### config.mk
export PLATFORM = sky130hd
export DESIGN_NAME = fetch_ctl
export DESIGN_NICKNAME = d
export VERILOG_FILES = /design/src/rtl/fetch_ctl.sv
export SDC_FILE = /design/constraint.sdc
export NUM_CORES = 1
export LEC_CHECK = 0
export CAP_MARGIN = 20
export CORE_MARGIN = 2
export CORE_UTILIZATION = 39
export CTS_CLUSTER_DIAMETER = 60
export DETAILED_ROUTE_END_ITERATION = 10
export PLACE_DENSITY = 0.65
export SETUP_SLACK_MARGIN = 0.3
export SLEW_MARGIN = 0
export SYNTH_ARGS = -nofsm -noshare
export SYNTH_HDL_FRONTEND = slang
export SYNTH_SLANG_ARGS = --single-unit
### constraint.sdc
create_clock -name clk -period 3.7 [get_ports clk]
set_input_delay 0.555 -clock clk [delete_from_list [all_inputs] [get_ports clk]]
set_output_delay 0.555 -clock clk [all_outputs]
set_load 0.005 [all_outputs]
### src/rtl/fetch_ctl.sv
// fetch_ctl: instruction-fetch controller with req/ack memory handshake and 2-entry decode queue
module fetch_ctl (
  input  logic        clk,
  input  logic        rst,
  input  logic [15:0] pc_addr,
  output logic        pc_adv,
  input  logic        redirect,
  input  logic        halt,
  output logic        imem_req,
  output logic [15:0] imem_addr,
  input  logic        imem_ack,
  input  logic [15:0] imem_data,
  output logic        inst_valid,
  output logic [15:0] inst,
  output logic [15:0] inst_pc,
  input  logic        dec_ready,
  output logic        err
);
  typedef enum logic [1:0] {S_IDLE, S_WAIT, S_DROP, S_HALTED} state_t;
  state_t      state, nxt;
  logic        halt_seen;
  logic [15:0] req_addr;
  logic [1:0]  count;
  logic        wptr, rptr;
  logic [15:0] qd [2];
  logic [15:0] qa [2];
  logic        issue, push, pop;
  // state register, latched request address and sticky halt
  always_ff @(posedge clk or negedge rst) begin
    if (!rst) begin
      state     <= S_IDLE;
      req_addr  <= '0;
      halt_seen <= 1'b0;
    end else begin
      state <= nxt;
      if (issue) req_addr <= pc_addr;
      if (halt) halt_seen <= 1'b1;
    end
  end
  // next-state: a redirect while waiting turns the outstanding request into a discard
  always_comb begin
    nxt = state;
    case (state)
      S_IDLE:  nxt = halt_seen ? S_HALTED : issue ? S_WAIT : S_IDLE;
      S_WAIT:  nxt = imem_ack ? S_IDLE : redirect ? S_DROP : S_WAIT;
      S_DROP:  nxt = imem_ack ? S_IDLE : S_DROP;
      default: nxt = S_HALTED;
    endcase
  end
  // outputs decoded from state plus the same-cycle ack/redirect
  always_comb begin
    issue    = (state == S_IDLE) && !halt_seen && !redirect && (count < 2'd2);
    imem_req = (state == S_WAIT) || (state == S_DROP);
    push     = (state == S_WAIT) && imem_ack && !redirect;
    pc_adv   = push;
    err      = imem_ack && ((state == S_IDLE) || (state == S_HALTED));
    pop      = inst_valid && dec_ready;
  end
  // circular 2-entry queue; redirect empties it and overrides any push/pop
  always_ff @(posedge clk or negedge rst) begin
    if (!rst) begin
      count <= '0;
      wptr  <= 1'b0;
      rptr  <= 1'b0;
      qd[0] <= '0;
      qd[1] <= '0;
      qa[0] <= '0;
      qa[1] <= '0;
    end else if (redirect) begin
      count <= '0;
      wptr  <= 1'b0;
      rptr  <= 1'b0;
    end else begin
      if (push) begin
        qd[wptr] <= imem_data;
        qa[wptr] <= req_addr;
        wptr     <= ~wptr;
      end
      if (pop) rptr <= ~rptr;
      count <= count + {1'b0, push} - {1'b0, pop};
    end
  end
  assign imem_addr  = req_addr;
  assign inst_valid = (count != 2'd0);
  assign inst       = qd[rptr];
  assign inst_pc    = qa[rptr];
endmodule

### Word level (Yosys, flattened, before mapping)

Cells that the tools add are included.

* bits in registers: 87
* input port bits: 38
* logic and storage cells: 62

* reduce and logical (&&, ||, !) cells: 17
* add/subtract/negate cells: 2
* equality and inequality tests: 3
* magnitude comparators: 4
* bitwise operators: 5
* muxes and demuxes: 21

Operators by type and width (number)
* two-way mux 16 bit: 7
* bitwise mux 32 bit: 2
* demux 16 bit (select 1 bit): 1
* two-way mux 2 bit: 5
* logical AND 1 bit: 8
* one-hot mux 2 bit (3 select lines): 1
* nonzero test 2 bit: 3
* two-way mux 1 bit: 5
* equality test 2 bit (second input constant): 2
* greater-or-equal comparator 2 bit (second input constant): 2
* inverter 1 -> 2 bit: 2
* inverter 1 bit: 3
* adder 2 x 1 -> 2 bit: 1
* equality test 2 x 1 -> 1 bit (second input constant): 1
* zero test 1 bit: 2
* zero test 2 bit: 1
* logical OR 1 bit: 2
* < comparator 2 x 1 -> 1 bit (second input constant): 1
* < comparator 2 bit (second input constant): 1
* AND reduction 2 bit: 1
* subtractor 2 x 1 -> 2 bit: 1

### Depth between registers and ports, before layout

* depth in word-level cells: 7
* depth in mapped cells: 6
* depth with buffers taken out: 6

### Worst setup path after synthesis

OpenSTA, ideal clock, no wires.

* path kind: flip-flop to output port
* from: register rptr
* to: output port inst[10]
* data required time: 3.145 ns
* stages on the path, launching flop included: 4
* buffers on the path: 2
* arrival time: 1.241 ns
* path slack: 1.904 ns
* cell sequence: dfrtp_1 -> clkbuf_1 -> clkbuf_1 -> mux2_2

* longest elaborated chain between the ends: 4

RTL lines
* start, declared: line 24 `logic wptr, rptr;`
* start signal, assigned: line 79 `if (pop) rptr <= ~rptr;`
* inverter 1 -> 2 bit (not written as such): line 85 `assign inst = qd[rptr];`
* two-way mux 16 bit (not written as such) (3 in series): line 85
* end, declared: line 14 `output logic [15:0] inst,`

Every way passes these cells. The select of a mux whose other input is x is not followed.

### Worst setup path after layout

* from: register rptr
* to: output port inst_pc[8]

* longest elaborated chain between the ends: 4

RTL lines
* inverter 1 -> 2 bit (not written as such): line 86 `assign inst_pc = qa[rptr];`
* two-way mux 16 bit (not written as such) (3 in series): line 86
* end, declared: line 15 `output logic [15:0] inst_pc,`

Every way passes these cells. The select of a mux whose other input is x is not followed.

==> flow_summary_export.csv <==
group,metric,value,unit
critical_path,critPathMaxStageDelay,0.91,ns
pwr,ir_worst_vdd,0.154,mV
synthesis,synth_cell_type_count,26,
synthesis,yosysWarnings,0,
synthesis,syn_area,3810,um2
critical_path,critPathLaunchType,"flop",
routing,viasPerCell,4.84,
pwr,power.leakage,2.39,nW
critical_path,crit_chain,"mux2_2 -> clkdlybuf4s50_1",
global_routing,grt_max_degree,66,
clock_network,numCtsBuffers,9,
min_path,hold_path.class,"in -> async",
critical_path,cp-end-kind,"output pin",
synthesis,synth-simple-area-share,0.0315,
clock_network,numClockSinks,87,
cells_and_area,fin_nets,379,
timing,tightest_slew,0.829,ns
critical_path,crit_cells,2,
critical_path,ff2ff_path_depth,5,
floorplan,rows,36,
cells_and_area,drive_gt1_frac,0.415,
timing,setup_violations,0,
critical_path,required,3.14,ns
status,run_status,"completed",
pwr,finalPower,1.68,mW
timing,timing.final.crit_share,0.735,
clock_network,postCtsSetupBuffers,0,
floorplan,fp.dieH,103,um
synthesis,syn_nets,289,
routing,ant_nets,0,
clock_network,cts_max_level,3,
run,cap_violations,0,
critical_path,slowest_stage,"dfrtp_2",
timing,fin_crit,2.72,ns
routing,avgRoutedWirePerCell,15.6,um
timing,skew,0.0109,ns
synthesis,yosysSeqAreaShare,0.572,
placed_design,io_buffers,89,
clock_network,clkTransAtPathRegs,0.10,ns
global_routing,grt_use_total,0.146,
critical_path,crit_fanout,34,
clock_network,cts_tree,"yes",
critical_path,cp_top_family,"flip-flops",
floorplan,die_x,103,um
timing,slew_viol_final,0,
timing,hold_viol,0,
routing,drc,0,
routing,firstDrtPassIters,4,
timing,rsz0062_at_grt,"no",
synthesis,syn_inst,245,
critical_path,path_class,"reg -> out",
synthesis,synth_xor_area_frac,0.00592,
timing,fin_tns_setup,0,ns
cells_and_area,area.sequential,2180,um2
timing,relSlewSlack,0.447,
critical_path,critPathArrivalTime,2.17,ns
timing,fmax,368,MHz
floorplan,initial_core_util,0.395,
clock_network,postCtsHoldBufs,0,
synthesis,synth_top_family_by_area,"multiplexers",
placed_design,dpl.cell_count,457,
cells_and_area,fillers,887,
pwr,p_per_area,338,nW/um2
synthesis,ys_seq_elements,87,
cells_and_area,area_growth,30.8,%
clock_network,clockBufferDepth,2,
clock_network,clock-root-buffer,"clkbuf_8",
synthesis,synthMuxAreaShare,0.334,
floorplan,num_io_pins,90,
global_routing,grt_pass1_wl,11.8,mm
routing,drtIter0Drc,62,
synthesis,synth-compound-area-share,0.00986,
global_routing,antenna_found_initial,0,
placed_design,hpwl,4.82,mm
global_routing,grt_overflow_total,0,
clock_network,clk_latency,0.35,ns
critical_path,crit_buf_inv,1,
cells_and_area,final_cells,473,
placed_design,gp_congestion,0.724,
routing,routed_wl,7.37,mm
cells_and_area,diodes,0,
synthesis,synth_adder_area_share,0.0197,
clock_network,cts_resized,0,
global_routing,grt_pass1_vias,2412,
synthesis,synth_area_per_cell,15.5,um2
routing,num_vias,2291,
floorplan,core,9640,um2
cells_and_area,multi_input_area,1530,um2
floorplan,dieArea,10600,um2
==> cell families after synthesis <==
logic type / count (synthesis)
adders and majority gates: 6
DFF: 87
xor gates and xnor gates: 1
AOI/OAI and AO/OA: 6
muxes: 113
buffers and inverters: 18
and+or+nand+nor: 14
==> cells in the final DEF (no fill, tap or decap) <==
cell	instances
mux2_2	112
clkdlybuf4s50_1	88
dfrtp_1	86
clkbuf_8	9
ha_1	6
buf_4	5
inv_1	4
a21oi_1	3
clkinvlp_4	3
and2b_1	2
or2_2	2
nor2_1	2
clkinv_4	2
clkinv_2	2
and3b_2	1
o21a_1	1
nor3b_1	1
nor4b_4	1
or3b_2	1
o21ai_0	1
nor2b_1	1
xnor3_1	1
nand4b_1	1
and4bb_2	1
mux2_1	1
a21bo_2	1
nand3b_1	1
dfrtp_2	1
==> final timing paths <==
kind,to,slack (ns),start
worst max-delay path,inst_pc[8],0.98,rptr
worst min-delay path,qa[4],0.28,rst
worst max register to register,qa[26],1.78,state[1]
worst min register to register,qd[21],0.49,qd[21]
max in group asynchronous,halt_seen,2.55,rst
min in group clk,qd[21],0.49,qd[21]
==> layer usage <==
layer,wire (um),part of all wire,track usage
met5,0,0,0
met3,395,0.054,0.0366
met2,3660,0.50,0.242
met4,87,0.012,0.0577
met1,3230,0.44,0.186
==> flip-flops by register name, summed over array words and instances, names as in the netlist <==
register,flops
count,2
halt_seen,1
imem_addr,16
qa,32
qd,32
rptr,1
state,2
wptr,1
==> cells in the mapped netlist <==
cell type | number | area, um2
nor4b_4 | 1 | 23.8
nand4b_1 | 1 | 8.76
or3b_2 | 1 | 8.76
and2b_1 | 2 | 15.0
nor2_1 | 2 | 7.51
dfrtp_1 | 87 | 2180
a21bo_2 | 1 | 10.0
nand3b_1 | 1 | 7.51
buf_6 | 2 | 22.5
a21oi_1 | 3 | 15.0
and3b_2 | 1 | 10.0
mux2_2 | 112 | 1260
and4bb_2 | 1 | 12.5
buf_4 | 3 | 22.5
o21a_1 | 1 | 7.51
ha_1 | 6 | 75.1
buf_2 | 5 | 25.0
mux2_1 | 1 | 11.3
inv_1 | 4 | 15.0
clkbuf_1 | 2 | 7.51
clkbuf_2 | 2 | 10.0
xnor3_1 | 1 | 22.5
o21ai_0 | 1 | 5.00
or2_2 | 2 | 12.5
nor3b_1 | 1 | 7.51
nor2b_1 | 1 | 6.26
==> power breakdown <==
part | total, mW | switching [mW] | internal [mW]
clock | 0.588 | 0.345 | 0.244
combinational | 0.113 | 0.0380 | 0.0750
sequential | 0.983 | 0.0280 | 0.955
total | 1.68 | 0.411 | 1.27
==> layout make-up <==
cell class / instances / share of cell area
Tap cell: 133 / 0.0334
Timing Repair Buffer: 93 / 0.184
Multi-Input combinational cell: 140 / 0.307
Clock inverter: 7 / 0.0101
Sequential cell: 87 / 0.437
Clock buffer: 9 / 0.0249
Inverter: 4 / 0.00302
==> stage by stage <==
stage / setup slack (ns) / util / hold slack [ns] / instance area (um2)
floorplan: 1.90 / - / 0.259 / 3810
global placement: 1.18 / 0.499 / 0.464 / 4810
detailed placement: 1.16 / 0.499 / 0.479 / 4810
CTS: 0.938 / 0.517 / 0.318 / 4980
global route: 0.889 / 0.517 / 0.342 / 4980
finish: 0.980 / 0.517 / 0.284 / 4980
Note: power is estimated with default switching activity, not from simulation.
